<file path="src/rtl/aux_command_engines.sv">
// Oscilloscope auxiliary engines: sawtooth fake ADC, sample-memory clearer and
// UART echo replayer. They share the UART status inputs, and every output is a register.
module aux_command_engines (
  input  logic       clk,
  input  logic       reset,
  input  logic       adc_tick,
  output logic [7:0] adc_data,
  input  logic [7:0] rx_data,
  input  logic       rx_ready,
  input  logic       tx_active,
  input  logic       tx_done,
  input  logic       clr_activate,
  output logic       clr_done,
  output logic       clr_mem_clk,
  output logic       clr_mem_we,
  output logic [7:0] clr_mem_addr,
  output logic [7:0] clr_mem_data,
  input  logic       rep_activate,
  output logic       rep_done,
  output logic [7:0] rep_tx_data,
  output logic       rep_tx_start
);

  typedef enum logic [2:0] {
    C_IDLE      = 3'd0,
    C_WAIT_FILL = 3'd1,
    C_SETUP     = 3'd2,
    C_STROBE    = 3'd3,
    C_DONE      = 3'd4
  } clr_state_e;

  typedef enum logic [2:0] {
    R_IDLE      = 3'd0,
    R_WAIT_RX   = 3'd1,
    R_WAIT_TX   = 3'd2,
    R_START     = 3'd3,
    R_WAIT_DONE = 3'd4,
    R_DONE      = 3'd5
  } rep_state_e;

  logic [7:0] adc_q;
  logic [7:0] adc_d;

  clr_state_e clr_state_q;
  logic [7:0] clr_addr_q;
  logic [7:0] clr_fill_q;
  logic       clr_we_q;
  logic       clr_clk_q;
  logic       clr_done_q;

  rep_state_e rep_state_q;
  logic [7:0] rep_data_q;
  logic       rep_start_q;
  logic       rep_done_q;

  // Sawtooth next value; 8-bit arithmetic wraps 255 -> 0.
  always_comb begin
    if (adc_tick) begin
      adc_d = adc_q + 8'd1;
    end else begin
      adc_d = adc_q;
    end
  end

  // Fake ADC counter.
  always_ff @(posedge clk) begin
    if (reset) begin
      adc_q <= 8'd0;
    end else begin
      adc_q <= adc_d;
    end
  end

  // Memory clearer FSM: outputs are registered alongside the state they belong to.
  always_ff @(posedge clk) begin
    if (reset || !clr_activate) begin
      clr_state_q <= C_IDLE;
      clr_addr_q  <= 8'd0;
      clr_fill_q  <= 8'd0;
      clr_we_q    <= 1'b0;
      clr_clk_q   <= 1'b0;
      clr_done_q  <= 1'b0;
    end else begin
      case (clr_state_q)
        C_IDLE: begin
          // An rx byte coinciding with activation is deliberately not taken as fill.
          clr_state_q <= C_WAIT_FILL;
        end
        C_WAIT_FILL: begin
          if (rx_ready) begin
            clr_fill_q  <= rx_data;
            clr_addr_q  <= 8'd0;
            clr_we_q    <= 1'b1;
            clr_clk_q   <= 1'b0;
            clr_state_q <= C_SETUP;
          end
        end
        C_SETUP: begin
          clr_clk_q   <= 1'b1;
          clr_state_q <= C_STROBE;
        end
        C_STROBE: begin
          clr_clk_q <= 1'b0;
          if (clr_addr_q == 8'hFF) begin
            clr_we_q    <= 1'b0;
            clr_done_q  <= 1'b1;
            clr_state_q <= C_DONE;
          end else begin
            clr_addr_q  <= clr_addr_q + 8'd1;
            clr_state_q <= C_SETUP;
          end
        end
        C_DONE: begin
          clr_state_q <= C_DONE;
        end
        default: begin
          clr_state_q <= C_IDLE;
        end
      endcase
    end
  end

  // Replayer FSM; the echoed byte survives deactivation and is only cleared by reset.
  always_ff @(posedge clk) begin
    if (reset) begin
      rep_state_q <= R_IDLE;
      rep_data_q  <= 8'd0;
      rep_start_q <= 1'b0;
      rep_done_q  <= 1'b0;
    end else if (!rep_activate) begin
      rep_state_q <= R_IDLE;
      rep_start_q <= 1'b0;
      rep_done_q  <= 1'b0;
    end else begin
      case (rep_state_q)
        R_IDLE: begin
          rep_state_q <= R_WAIT_RX;
        end
        R_WAIT_RX: begin
          if (rx_ready) begin
            rep_data_q  <= rx_data;
            rep_state_q <= R_WAIT_TX;
          end
        end
        R_WAIT_TX: begin
          if (!tx_active) begin
            rep_start_q <= 1'b1;
            rep_state_q <= R_START;
          end
        end
        R_START: begin
          rep_start_q <= 1'b0;
          rep_state_q <= R_WAIT_DONE;
        end
        R_WAIT_DONE: begin
          // tx_done is only honoured after our own start, so stale strobes are ignored.
          if (tx_done) begin
            rep_done_q  <= 1'b1;
            rep_state_q <= R_DONE;
          end
        end
        R_DONE: begin
          rep_state_q <= R_DONE;
        end
        default: begin
          rep_state_q <= R_IDLE;
        end
      endcase
    end
  end

  assign adc_data     = adc_q;
  assign clr_done     = clr_done_q;
  assign clr_mem_clk  = clr_clk_q;
  assign clr_mem_we   = clr_we_q;
  assign clr_mem_addr = clr_addr_q;
  assign clr_mem_data = clr_fill_q;
  assign rep_done     = rep_done_q;
  assign rep_tx_data  = rep_data_q;
  assign rep_tx_start = rep_start_q;

endmodule

</file>
<file path="config.mk">
export PLATFORM = sky130hd
export DESIGN_NAME = aux_command_engines
export DESIGN_NICKNAME = d
export VERILOG_FILES = /design/src/rtl/aux_command_engines.sv
export SDC_FILE = /design/constraint.sdc
export NUM_CORES = 1
export LEC_CHECK = 0
export BUFFER_PORTS_ARGS = -buffer_cell sky130_fd_sc_hd__buf_2
export CAP_MARGIN = 15
export CORE_MARGIN = 2
export CORE_UTILIZATION = 46
export DETAILED_ROUTE_END_ITERATION = 8
export PLACE_DENSITY = 0.81
export SLEW_MARGIN = 15
export SYNTH_ARGS = -nofsm -noshare
export SYNTH_HDL_FRONTEND = slang
export SYNTH_SLANG_ARGS = --single-unit
export TNS_END_PERCENT = 1
</file>
<file path="constraint.sdc">
create_clock -name clk -period 1.6 [get_ports clk]
set_input_delay 0.48 -clock clk [delete_from_list [all_inputs] [get_ports clk]]
set_output_delay 0.48 -clock clk [all_outputs]
set_load 0.05 [all_outputs]
</file>
==> summary.md, run 1 <==
| Metric | Value |
|---|---|
| FF+latch area | `871 sq um` |
| Share of the synthesized area in the top cell type | `between 40% and 50%` |
| Core region area | `0.00374 sq mm` |
| Seq pwr share | `a little over half` |
| RSZ-0062 raised after global routing | `false` |
| Unique cell type count in the Yosys netlist | `39` |
| Final min period | `1.52 ns` |
| Achievable frequency | `approximately 660 MHz` |
| Multi-input gate area | `915 sq um` |
| Clock slew at the register clock pins of the worst setup and hold paths | `~0.080 ns` |
| Routed len/inst | `13.2 microns` |
| Status | `finished clean` |
| DRC | `0` |
| Non-Filler Cell Area, Final | `0.00227 sq mm` |
| Max Cap Violations | `0` |
| Synth Warn # | `0` |
| Die width | `approximately 67 microns` |
| Cells along the critical path | `clkbuf_4` |
| R2R Setup Slk | `between 0.1 and 0.15 ns` |
| Worst path top cell family by delay | `flip-flops` |
| Register area share after synthesis | `between 40% and 50%` |
| Hold Violations, Final | `0` |
| Setup ws final | `about 0.08 ns` |
| Startpoint types | `register` |
| Final setup fails | `0` |
| Layout cells sized above 1 | `a little under a third` |
| Placed inst area | `roughly 0.0021 sq mm` |
| Top_reg_cell synth | `dfxtp_1` |
| Hold_ws | `around 0.43 ns` |
| Drt pass-1 iters | `4` |
| Initial core utilization | `between 40 and 50%` |
| Final Max Tran Viols | `0` |
| Critical path's largest stage delay | `approximately 0.45 ns` |
| Antenna Cells | `0` |
| First-pass GRT wire length | `slightly below 7000 microns` |
| Worst Clk Skew | `~0.0037 ns` |
| Most common cell in the netlist | `dfxtp_1` |
| Internal cell power | `1.58 mW` |
| Initial antenna violation count | `0` |
| DRT antenna net count | `0` |
| Root Driver | `clkbuf_8` |
| Largest area contributor in the netlist | `dfxtp_1` |
| Remaining Overflow, GRT | `0` |
| TritonCTS buffer count | `5` |
| Post-Syn Area | `0.00182 sq mm` |
| VDD IR max | `0.000741 V` |
| Number of global-route vias before repair | `around 1500` |
| Synth-to-Final Area Change | `24.7%` |
| DP HPWL | `about 2900 microns` |
| Final wirelength | `between 4000 and 5000 microns` |
| Buffer count from post-CTS setup fixing | `0` |
| Clock Sinks | `43` |
| Gr usage total | `between 20% and 30%` |
| Clock network power share | `39.0%` |
| Post-Syn Area per Cell | `a little under 9 sq um` |
| Asr flop ratio synth | `0%` |
| Worst-margin pin slew | `0.359 ns` |
| Slowest CP cell | `dfxtp_1` |
| Initial DRC count | `approximately 110` |
| Gate Count Post-Synth | `210` |
| Max_slew headroom | `76.0%` |
| Psw | `roughly 510 uW` |
| CTS tree | `done` |
| H-tree depth | `2` |
| Syn_nets | `between 200 and 250` |
| CP endpoint kind | `output pin` |
| Synth Register Bits | `43` |
| Worst-Skew Late Latency | `~0.30 ns` |
| I/O Pins | `53` |
| Power share of the combinational group | `roughly 8.4%` |
| Vias per Instance | `around 5.3` |
| FILL cells | `between 300 and 400` |
| Post-route core utilization | `roughly three fifths` |
| Number of synthesized flops with an enable pin | `0` |
| Die Ht | `approximately 67 microns` |
| Area contributors post-synth | `dfxtp_1 47%, a21oi_1 6.9%, nor2_1 5.6%, mux2i_1 4.9%, nand2_1 4.7%` |
| Critical path type | `register to output pin` |
| # nets final | `281` |
| Sw frac | `between 20 and 25%` |
| Dpl cells | `between 300 and 400` |
| Total power | `2.09 mW` |
| Via count | `roughly 1600` |
| Worst hold path type | `input pin to register` |
| Hold Buf Count CTS | `0` |
| PortBufs | `52` |
| DIE AREA | `between 0.004 and 0.005 sq mm` |
| Fin Setup TNS | `0 ns` |
| Leakage | `~0.95 nW` |
| CP arrival | `1.04 ns` |
| Largest net degree at the start of global routing | `23` |
| CTS Buffer Depth | `2` |
| Final RePlAce weighted congestion | `between 0.7 and 0.8` |
| Synth top cells by count | `43 x dfxtp_1, 27 x nor2_1, 25 x a21oi_1` |
| Final Cycle Share | `a little over nine tenths` |
| Num rows | `22` |
| Final Non-Filler Cells | `~310` |
| Dpl ws | `around 0.031 ns` |
| CP Buf/Inv Count | `1` |
| Cell Pwr Density | `slightly above 900 mW/mm^2` |
| Worst path required time | `~1.1 ns` |
| Maximum fanout along the worst path | `7` |
## cells in the final DEF (no fill, tap or decap), types with 2 or more instances in the layout
cell,instances
clkbuf_8,6
nor2_1,27
buf_4,6
nor3_1,4
nand4_1,3
nand3_1,3
inv_1,2
o21ai_0,9
o211ai_1,2
xor2_1,4
a21oi_1,25
a31oi_1,4
dfxtp_4,2
dfxtp_2,2
or3_1,4
nor3b_1,2
nand3b_1,3
and2_1,2
buf_2,51
nor2b_1,3
and3_1,2
o21ai_1,3
mux2i_1,9
nand2b_1,4
dfxtp_1,39
nand2_1,23
## area by class of cell
| cell class | count | share of cell area [%] |
|---|---|---|
| timing repair buffer | 58 | 13.5 |
| sequential | 43 | 38.3 |
| inverter | 2 | 0.330 |
| clock inverter | 1 | 0.220 |
| clock buffer | 7 | 4.73 |
| tap | 48 | 2.64 |
| multi-input combinational | 153 | 40.2 |
## metal layers
layer / vias up / part of all wire (%) / track usage, %
met5: - / 0 / 0
met4: 0 / 2.0 / 8.42
met3: 11 / 6.1 / 6.42
met2: 60 / 46 / 33.6
met1: 738 / 46 / 25.5
li1: 834 / - / -
## cell families after synthesis
| group | share of synthesized area, % |
|---|---|
| AO/OA/AOI/OAI | 15.9 |
| XOR/XNOR | 2.40 |
| adder cells (fa/ha/maj) | 1.37 |
| buffers and inverters | 3.84 |
| flip-flops | 47.2 |
| multiplexers | 5.56 |
| AND/OR/NAND/NOR | 23.7 |
## registers in the layout, summed over array words and instances (netlist names)
register and count:
adc_data 8, clr_mem_addr 8, clr_mem_data 8, rep_tx_data 8
clr_state_q 3, rep_state_q 3, clr_done 1, clr_mem_clk 1
clr_mem_we 1, rep_done 1, rep_tx_start 1
## final timing paths
| kind | startpoint | depth (start not counted) | to |
|---|---|---|---|
| setup reg to reg | clr_mem_addr[0] | 5 | clr_mem_addr[7] |
| setup / recovery | clr_mem_addr[5] | 1 | clr_mem_addr[5] |
| hold / removal | rx_data[6] | 3 | rep_tx_data[6] |
| hold reg to reg | clr_mem_data[3] | 2 | clr_mem_data[3] |
## power by group through the flow
| stage | sequential, mW | clock [mW] | combinational (mW) |
|---|---|---|---|
| 2_1_floorplan | 1.17 | 0 | 0.0782 |
| 3_3_place_gp | 1.13 | 0 | 0.174 |
| 3_5_place_dp | 1.13 | 0 | 0.175 |
| 4_1_cts | 1.10 | 0.833 | 0.176 |
| 5_1_grt | 1.10 | 0.878 | 0.193 |
| 6_report | 1.10 | 0.816 | 0.175 |
## repair_timing
action	in CTS	in global routing
resized for setup	0	5
hold endpoints to repair	0	0
setup endpoints to repair	0	5
No activity file was read; power rests on OpenSTA's default activity.
==> inputs of run 2 (changes only) <==
CORE_UTILIZATION = 50   (was 46)
PLACE_DENSITY = 0.83   (was 0.81)
clock period = 1.4 ns   (was 1.6 ns; I/O delays follow)
==> run 2 against run 1 <==
  * The flow now finishes with violations (negative setup slack)
  * Combinational power grew 39%
  * Sequential power grew 15%
  * Final cell count grew 4.2%
  * Total power grew 3.7%
  * Critical path type unchanged
  * Critical endpoint is now clr_mem_addr[0]
  * Largest cell class unchanged
  * Largest power group unchanged
==> summary.md, run 2 (synthesis results as in run 1) <==
| Metric | Value |
|---|---|
| Layout cells sized above 1 | `around 40%` |
| Root Driver | `clkbuf_4` |
| VDD IR max | `0.000692 V` |
| Remaining Overflow, GRT | `0` |
| Final Cycle Share | `104%` |
| Clock slew at the register clock pins of the worst setup and hold paths | `0.13 ns` |
| Drt pass-1 iters | `5` |
| Core region area | `between 0.003 and 0.004 sq mm` |
| Synth-to-Final Area Change | `39.3%` |
| Die Ht | `roughly 64 microns` |
| H-tree depth | `2` |
| Status | `finished, violations left` |
| Routed len/inst | `about 14 microns` |
| Largest net degree at the start of global routing | `23` |
| Final Non-Filler Cells | `325` |
| Gr usage total | `between 20% and 30%` |
| CP endpoint kind | `output pin` |
| Worst path required time | `between 0.9 and 1 ns` |
| First-pass GRT wire length | `between 7000 and 8000 microns` |
| Max Cap Violations | `0` |
| Failing checks | `negative setup slack` |
| # nets final | `just under 300` |
| Critical path type | `register to output pin` |
| Startpoint types | `register` |
| Setup ws final | `-0.0548 ns` |
| Dpl cells | `317` |
| Max_slew headroom | `approximately four fifths` |
| Worst Clk Skew | `roughly 0.0096 ns` |
| Worst hold path type | `input pin to register` |
| Final setup fails | `8` |
| Commonest non-fill, non-tap cell in the layout | `buf_4` |
| Antenna Cells | `0` |
| Hold_ws | `~0.29 ns` |
| DP HPWL | `3040 microns` |
| DRT antenna net count | `0` |
| PortBufs | `52` |
| FILL cells | `225` |
| Leakage | `a little over 1 nW` |
| I/O Pins | `53` |
| Buffer count from post-CTS setup fixing | `0` |
| Via count | `about 1800` |
| TritonCTS buffer count | `5` |
| Final RePlAce weighted congestion | `0.843` |
| RSZ-0062 raised after global routing | `true` |
| DRC | `0` |
| Final Max Tran Viols | `0` |
| Die width | `between 60 and 70 microns` |
| Initial core utilization | `53.4%` |
| Clock Sinks | `43` |
| Worst-margin pin slew | `0.316 ns` |
| Maximum fanout along the worst path | `5` |
| Num rows | `21` |
| Number of global-route vias before repair | `approximately 1600` |
| Final wirelength | `between 4000 and 5000 microns` |
| Most frequent cells in the layout | `33 x buf_4, 27 x nor2_1, 27 x dfxtp_1, 25 x a21oi_1, 23 x nand2_1` |
| CTS Buffer Depth | `2` |
| CP arrival | `between 1 and 1.5 ns` |
| Initial antenna violation count | `0` |
| Vias per Instance | `5.41` |
| DIE AREA | `roughly 0.0041 sq mm` |
| Final min period | `~1.5 ns` |
| Initial DRC count | `77` |
| Cell Pwr Density | `about 850 mW/mm^2` |
| CTS tree | `done` |
| Hold Violations, Final | `0` |
| Achievable frequency | `687 MHz` |
| Dpl ws | `-0.0745 ns` |
| Worst-Skew Late Latency | `between 0.3 and 0.4 ns` |
run 2: cell count changes in the layout (fill, tap and decap cells not counted), moves of 8 or more:
| cell | change |
|---|---|
| buf_4 | +27 |
| dfxtp_1 | -12 |
| buf_6 | +18 |
| buf_2 | -36 |
| clkbuf_4 | +8 |
| dfxtp_2 | +11 |
run 2: what timing repair did:
| item | CTS | global route |
|---|---|---|
| endpoints found under the setup margin | 35 | 41 |
| hold buffers | 0 | 0 |
| gates resized for setup | 45 | 33 |
run 2: routing by layer:
| metal | wire length (microns) | part of all wire [%] | up-vias | track usage (%) |
|---|---|---|---|---|
| li1 | - | - | 869 | - |
| met1 | 1940 | 43 | 823 | 27.8 |
| met2 | 2300 | 50 | 53 | 38.0 |
| met3 | 240 | 5.3 | 12 | 5.46 |
| met4 | 87 | 1.9 | 0 | 6.38 |
| met5 | 0 | 0 | - | 0 |
run 2: layout make-up:
cell class              count  area (sq um)  share of cell area (%)
multi-input cells         153           920                    36.2
flip-flops and latches     43           888                    35.0
repair buffers             73           601                    23.6
well taps                  46          57.6                    2.27
clock buffers               6          51.3                    2.02
clock inverters             2          15.0                   0.591
inverters                   2          7.51                   0.296
run 2: path summary, 6_finish.rpt:
kind	startpoint	to	slack, ns	depth (start not counted)
worst max-delay path	clr_mem_addr[0]	clr_mem_addr[0]	-0.05	2
worst min-delay path	rx_data[5]	clr_mem_data[5]	0.29	3
worst max register to register	clr_mem_addr[1]	clr_mem_addr[3]	-0.03	5
worst min register to register	clr_mem_data[6]	clr_mem_data[6]	0.47	2
run 2: power by group:
part / internal (mW) / switching, mW / leakage [nW]
Combinational: 0.0964 / 0.146 / 0.629
Sequential: 1.24 / 0.0207 / 0.357
Clock: 0.249 / 0.417 / 0.0388
run 2: through the flow:
step	utilization [%]	instance area (sq um)	total power, mW	setup TNS [ns]
after detailed placement	66.4	2270	1.51	-0.436
after floorplan	-	1850	1.42	-0.810
after global placement	66.4	2270	1.50	-0.242
after CTS	71.9	2460	2.17	-0.193
final	74.4	2540	2.17	-0.184
after global routing	74.4	2540	2.26	-0.806
run 2: worst max-delay path, stage by stage (launching register included):
cell and delay, ns:
dfxtp_4 0.37, buf_4 0.15, buf_8 0.15
